### src/rtl/noc_response_port_if.sv
// Handshake bundle between the memory FSM, the response serialiser and the NoC transmit lane.
// The slave view is the serialiser; the master view is whatever drives it (memory FSM plus NoC sink).
interface noc_response_port_if;
    logic       resp_valid;
    logic       resp_ready;
    logic [7:0] resp_opcode;
    logic [1:0] resp_status;
    logic [3:0] resp_len;
    logic       data_valid;
    logic       data_ready;
    logic [7:0] data_byte;
    logic       noc_tx_valid;
    logic       noc_tx_ready;
    logic       noc_tx_bit;
    logic       noc_tx_sof;
    logic       noc_tx_eom;
    logic       resp_done;
    logic       busy;

    modport master (
        output resp_valid, resp_opcode, resp_status, resp_len,
        output data_valid, data_byte, noc_tx_ready,
        input  resp_ready, data_ready, noc_tx_valid, noc_tx_bit,
        input  noc_tx_sof, noc_tx_eom, resp_done, busy
    );

    modport slave (
        input  resp_valid, resp_opcode, resp_status, resp_len,
        input  data_valid, data_byte, noc_tx_ready,
        output resp_ready, data_ready, noc_tx_valid, noc_tx_bit,
        output noc_tx_sof, noc_tx_eom, resp_done, busy
    );
endinterface

### src/rtl/noc_response_port.sv
// Serialises a memory-FSM response (header frame plus optional read-data frames) onto the
// NoC as 16-bit frames, MSB first, one bit per accepted cycle.
module noc_response_port #(
    parameter int FRAME_W = 16,
    parameter int MAX_LEN = 15
) (
    input  logic                 clk,
    input  logic                 rst,
    noc_response_port_if.slave   bus
);
    localparam int         CNT_W     = $clog2(FRAME_W);
    localparam logic [3:0] MAX_LEN_L = 4'(MAX_LEN);

    typedef enum logic [2:0] {
        ST_IDLE,
        ST_HDR,
        ST_FETCH,
        ST_SHIFT,
        ST_DONE
    } state_t;

    state_t               state_reg;
    logic [FRAME_W-1:0]   shreg_reg;
    logic [CNT_W-1:0]     cnt_reg;
    logic [3:0]           remain_reg;
    logic                 byte_idx_reg;
    logic                 resp_ready_reg;
    logic                 tx_valid_reg;
    logic                 data_ready_reg;
    logic                 resp_done_reg;
    logic                 busy_reg;

    logic [3:0]           eff_len;
    logic                 tx_fire;
    logic                 last_bit;
    logic                 byte_fire;

    // Non-OK responses never carry data, whatever length the FSM reports.
    always_comb begin
        eff_len = 4'd0;
        if (bus.resp_status == 2'b00) begin
            eff_len = (bus.resp_len > MAX_LEN_L) ? MAX_LEN_L : bus.resp_len;
        end
    end

    assign tx_fire   = tx_valid_reg & bus.noc_tx_ready;
    assign last_bit  = (cnt_reg == CNT_W'(FRAME_W - 1));
    assign byte_fire = data_ready_reg & bus.data_valid;

    always_ff @(posedge clk) begin
        if (rst) begin
            state_reg      <= ST_IDLE;
            shreg_reg      <= '0;
            cnt_reg        <= '0;
            remain_reg     <= '0;
            byte_idx_reg   <= 1'b0;
            resp_ready_reg <= 1'b1;
            tx_valid_reg   <= 1'b0;
            data_ready_reg <= 1'b0;
            resp_done_reg  <= 1'b0;
            busy_reg       <= 1'b0;
        end else begin
            unique case (state_reg)
                ST_IDLE: begin
                    if (bus.resp_valid) begin
                        shreg_reg      <= {bus.resp_opcode, bus.resp_status, 2'b00, eff_len};
                        remain_reg     <= eff_len;
                        cnt_reg        <= '0;
                        resp_ready_reg <= 1'b0;
                        busy_reg       <= 1'b1;
                        tx_valid_reg   <= 1'b1;
                        state_reg      <= ST_HDR;
                    end
                end
                // Header and data frames share the bit engine; remain_reg already
                // reflects bytes still to fetch, so zero means this is the final frame.
                ST_HDR, ST_SHIFT: begin
                    if (tx_fire) begin
                        shreg_reg <= shreg_reg << 1;
                        cnt_reg   <= cnt_reg + 1'b1;
                        if (last_bit) begin
                            tx_valid_reg <= 1'b0;
                            if (remain_reg != 4'd0) begin
                                data_ready_reg <= 1'b1;
                                byte_idx_reg   <= 1'b0;
                                state_reg      <= ST_FETCH;
                            end else begin
                                resp_done_reg <= 1'b1;
                                state_reg     <= ST_DONE;
                            end
                        end
                    end
                end
                ST_FETCH: begin
                    if (byte_fire) begin
                        remain_reg <= remain_reg - 1'b1;
                        if (!byte_idx_reg) begin
                            shreg_reg <= {bus.data_byte, {(FRAME_W-8){1'b0}}};
                        end else begin
                            shreg_reg[7:0] <= bus.data_byte;
                        end
                        if (byte_idx_reg || (remain_reg == 4'd1)) begin
                            data_ready_reg <= 1'b0;
                            tx_valid_reg   <= 1'b1;
                            cnt_reg        <= '0;
                            state_reg      <= ST_SHIFT;
                        end else begin
                            byte_idx_reg <= 1'b1;
                        end
                    end
                end
                ST_DONE: begin
                    resp_done_reg  <= 1'b0;
                    busy_reg       <= 1'b0;
                    resp_ready_reg <= 1'b1;
                    state_reg      <= ST_IDLE;
                end
                default: begin
                    state_reg      <= ST_IDLE;
                    resp_ready_reg <= 1'b1;
                    tx_valid_reg   <= 1'b0;
                    data_ready_reg <= 1'b0;
                    resp_done_reg  <= 1'b0;
                    busy_reg       <= 1'b0;
                end
            endcase
        end
    end

    assign bus.resp_ready   = resp_ready_reg;
    assign bus.data_ready   = data_ready_reg;
    assign bus.noc_tx_valid = tx_valid_reg;
    assign bus.noc_tx_bit   = tx_valid_reg & shreg_reg[FRAME_W-1];
    assign bus.noc_tx_sof   = tx_valid_reg & (cnt_reg == '0);
    assign bus.noc_tx_eom   = tx_valid_reg & last_bit & (remain_reg == 4'd0);
    assign bus.resp_done    = resp_done_reg;
    assign bus.busy         = busy_reg;

endmodule

### src/flat_wrapper.sv
// flat-port wrapper written by rule: the top's interface ports become plain ports
module noc_response_port_flat 
#(
    parameter int FRAME_W = 16,
    parameter int MAX_LEN = 15
)
  (clk, rst, bus_resp_valid, bus_resp_opcode, bus_resp_status, bus_resp_len, bus_data_valid, bus_data_byte, bus_noc_tx_ready, bus_resp_ready, bus_data_ready, bus_noc_tx_valid, bus_noc_tx_bit, bus_noc_tx_sof, bus_noc_tx_eom, bus_resp_done, bus_busy);
  noc_response_port_if bus_i ();
  input  logic clk;
  input  logic rst;
  input wire logic [$bits(bus_i.resp_valid)-1:0] bus_resp_valid;
  input wire logic [$bits(bus_i.resp_opcode)-1:0] bus_resp_opcode;
  input wire logic [$bits(bus_i.resp_status)-1:0] bus_resp_status;
  input wire logic [$bits(bus_i.resp_len)-1:0] bus_resp_len;
  input wire logic [$bits(bus_i.data_valid)-1:0] bus_data_valid;
  input wire logic [$bits(bus_i.data_byte)-1:0] bus_data_byte;
  input wire logic [$bits(bus_i.noc_tx_ready)-1:0] bus_noc_tx_ready;
  output wire logic [$bits(bus_i.resp_ready)-1:0] bus_resp_ready;
  output wire logic [$bits(bus_i.data_ready)-1:0] bus_data_ready;
  output wire logic [$bits(bus_i.noc_tx_valid)-1:0] bus_noc_tx_valid;
  output wire logic [$bits(bus_i.noc_tx_bit)-1:0] bus_noc_tx_bit;
  output wire logic [$bits(bus_i.noc_tx_sof)-1:0] bus_noc_tx_sof;
  output wire logic [$bits(bus_i.noc_tx_eom)-1:0] bus_noc_tx_eom;
  output wire logic [$bits(bus_i.resp_done)-1:0] bus_resp_done;
  output wire logic [$bits(bus_i.busy)-1:0] bus_busy;
  assign bus_i.resp_valid = bus_resp_valid;
  assign bus_i.resp_opcode = bus_resp_opcode;
  assign bus_i.resp_status = bus_resp_status;
  assign bus_i.resp_len = bus_resp_len;
  assign bus_i.data_valid = bus_data_valid;
  assign bus_i.data_byte = bus_data_byte;
  assign bus_i.noc_tx_ready = bus_noc_tx_ready;
  assign bus_resp_ready = bus_i.resp_ready;
  assign bus_data_ready = bus_i.data_ready;
  assign bus_noc_tx_valid = bus_i.noc_tx_valid;
  assign bus_noc_tx_bit = bus_i.noc_tx_bit;
  assign bus_noc_tx_sof = bus_i.noc_tx_sof;
  assign bus_noc_tx_eom = bus_i.noc_tx_eom;
  assign bus_resp_done = bus_i.resp_done;
  assign bus_busy = bus_i.busy;
  noc_response_port #(.FRAME_W(FRAME_W), .MAX_LEN(MAX_LEN)) u_core (.clk(clk), .rst(rst), .bus(bus_i));
endmodule
### config.mk
export PLATFORM = sky130hd
export DESIGN_NAME = noc_response_port_flat
export DESIGN_NICKNAME = d
export VERILOG_FILES = /design/src/rtl/noc_response_port_if.sv /design/src/rtl/noc_response_port.sv /design/src/flat_wrapper.sv
export SDC_FILE = /design/constraint.sdc
export NUM_CORES = 1
export LEC_CHECK = 0
export CAP_MARGIN = 40
export CORE_MARGIN = 2
export CORE_UTILIZATION = 59
export CTS_BUF_LIST = sky130_fd_sc_hd__clkbuf_8
export DETAILED_ROUTE_END_ITERATION = 8
export PLACE_DENSITY = 0.88
export SYNTH_ARGS = -nofsm -noshare
export SYNTH_HDL_FRONTEND = slang
export SYNTH_SLANG_ARGS = --single-unit
### constraint.sdc
create_clock -name clk -period 2.8 [get_ports clk]
set_input_delay 0.42 -clock clk [delete_from_list [all_inputs] [get_ports clk]]
set_output_delay 0.42 -clock clk [all_outputs]
set_load 0.02 [all_outputs]
==> results_dict.tcl <==
set metrics [dict create \
    cts.root.buffer_cell "clkbuf_8" \
    hold_ws_ns 0.451 \
    netlist.area_leader.share_pct 31.5 \
    outcome "finished clean" \
    grt_util_all_layers_pct 29.2 \
    yosysTopAreaCell "dfxtp_1" \
    seq_area_frac_synth_pct 31.5 \
    cts.sinks 33 \
    antenna_found_initial 0 \
    worstReg2RegStart "u_core.state_reg[1]" \
    synth_ff_type "dfxtp_1" \
    port_buffers 34 \
    hold_end "u_core.bus.resp_ready" \
    crit_type "reg -> out" \
    cts_tree "built" \
    clk_pin_slew_ns 0.06 \
    cp.arrival_ns 2.12 \
    syn_to_final_growth_pct 21.0 \
    drt-initial-drc-count 203 \
    setup_viol 0 \
    syn_inst 255 \
    cp_max_fo 5 \
    drt-vias-per-instance 6.38 \
    die-area_sq_um 4050 \
    nFillCells 290 \
    start_kind "flop" \
    irDropWorstVdd_v 0.000232 \
    core-area_sq_um 3360 \
    grt_pass1_wl_microns 9320 \
    synth_most_common_cell "dfxtp_1" \
    rows 21 \
    rsz0062_at_grt "no" \
    syn_nets 286 \
    worst_pin_slew_ns 0.902 \
    fin_nets 315 \
    die_x_microns 63.6 \
    syn_area_sq_um 2100 \
    gp_congestion 0.855 \
    num_vias 2107 \
    wirelength_microns 5520 \
    hpwl_microns 3870 \
    required_ns 2.38 \
    r2r_setup_slack_ns 0.50 \
    worstHoldPathCells 2 \
    regArea_sq_um 661 \
    synth-edff-count 0 \
    hp-class "reg -> reg" \
    postRouteAntennaNets 0 \
    ff2ff_path_depth 4 \
    synthTopCellsByArea "dfxtp_1, a21oi_1, mux2i_1" \
    grt_overflow 0 \
    leakage_nw 0.964 \
    route.detailed.drc 0 \
    post_drt_wl_per_cell_microns 16.7 \
    finalClockSkew_ns 0.00414 \
    ys.warnings.count 0 \
    max_freq_mhz 393 \
    tritoncts.num_buffers 5 \
    period_share_pct 90.8 \
    ctsResizeCount 0 \
    firstDrtPassIters 5 \
    ctsLongestPathBuffers 2 \
    ctsHoldBuffers 0 \
    period_needed_ns 2.54 \
    synth.distinct_cells 53 \
    slew_headroom_pct 39.8 \
    grt_start_max_net_pins 29 \
    synth_common_cells "dfxtp_1, a21oi_1, nand2_1" \
    diodes 0 \
    htreeDepth 2 \
    final_max_slew_viol_count 0 \
    worstHoldStart "u_core.bus.resp_ready" \
    maxCapViolCount 0 \
    initial_utilization_pct 62.4 \
    die_y_microns 63.6 \
    avgSynthCellArea_sq_um 8.23 \
    grt_pass1_vias 1975 \
    critPathCaptureType "output pin" \
    clk_latency_ns 0.29 \
    largest_reg_flops 16 \
    ys_ff_latch 33 \
    power.total_mw 1.18 \
    io_pins 35 \
    tns_ns 0 \
    r2r_end "u_core.cnt_reg[0]" \
    multiInputGateArea_sq_um 1300 \
    p_per_area_nw_per_um2 466 \
    postCtsSetupBuffers 0 \
    drive_gt1_share_pct 10.6 \
    hold_viol_final 0 \
    async_flop_share_pct 0 \
]
worst max-delay path by stage:
stage	startpoint	slack, ns	cells past startpoint	endpoint
2_1_floorplan	u_core.remain_reg[0]	0.99	5	bus_noc_tx_eom
3_3_place_gp	u_core.remain_reg[0]	0.67	6	bus_noc_tx_eom
3_5_place_dp	u_core.remain_reg[0]	0.60	6	bus_noc_tx_eom
4_1_cts	u_core.remain_reg[0]	0.26	6	bus_noc_tx_eom
5_1_grt	u_core.remain_reg[0]	0.21	6	bus_noc_tx_eom
6_report	u_core.remain_reg[0]	0.26	6	bus_noc_tx_eom
metal layers:
| layer | track usage, % | vias up | share of wire (%) |
|---|---|---|---|
| met5 | 0 | - | 0 |
| met4 | 11.4 | 0 | 1.7 |
| met3 | 5.89 | 11 | 6.5 |
| met2 | 48.9 | 86 | 49 |
| met1 | 36.7 | 1010 | 43 |
| li1 | - | 1000 | - |
critical path: stages, from the launching register on:
cell and delay (ns):
dfxtp_1 0.34, inv_1 0.08, ha_1 0.17, nand2b_1 0.08
or2_2 0.33, nor3_1 0.20, clkdlybuf4s50_1 0.63
cell families after synthesis:
logic type | after synthesis | synth area share, %
simple gates | 89 | 23.6
compound gates | 88 | 31.5
flops | 33 | 31.5
buf+inv | 32 | 6.68
mux | 9 | 4.29
fa+ha+maj | 4 | 2.39
cell type report:
cell class                      instances  area share (%)
Multi-Input combinational cell        190            51.1
Clock inverter                          1           0.148
Tap cell                               46            2.27
Inverter                               14            2.07
Timing Repair Buffer                   40            15.2
Clock buffer                            6            3.25
Sequential cell                        33            26.0
where the power goes:
group | internal, mW | total, mW | switching, mW
Sequential | 0.506 | 0.538 | 0.0321
Combinational | 0.131 | 0.279 | 0.148
Clock | 0.191 | 0.366 | 0.174
Total | 0.828 | 1.18 | 0.354
per-stage QoR:
stage / setup WS, ns / instances / util, % / cell area, sq um
after global routing: 0.211 / 330 / 75.5 / 2540
after CTS: 0.263 / 330 / 75.5 / 2540
after detailed placement: 0.595 / 323 / 73.0 / 2450
after global placement: 0.665 / 323 / 73.0 / 2450
final: 0.258 / 330 / 75.5 / 2540
after floorplan: 0.995 / 255 / - / 2100
layout by cell type, fill, tap and decap left out, drive strengths merged, types with 2 or more instances in the layout:
cell type and n:
nor2b 5, nand4b 5, nand3 7, a21oi 31
nor2 19, nor3 5, a211oi 9, nor4 2
dfxtp 33, or3 2, o22a 8, o32ai 4
and3 2, clkdlybuf4s50 34, o31ai 3, nand2b 6
clkbuf 6, a31oi 2, nand2 23, o221ai 8
inv 15, a221oi 2, and2 2, nor4b 2
a32oi 2, mux2i 9, a21o 3, buf 6
o21ai 9, nor3b 4, ha 4
Note: power is estimated with default switching activity, not from simulation.
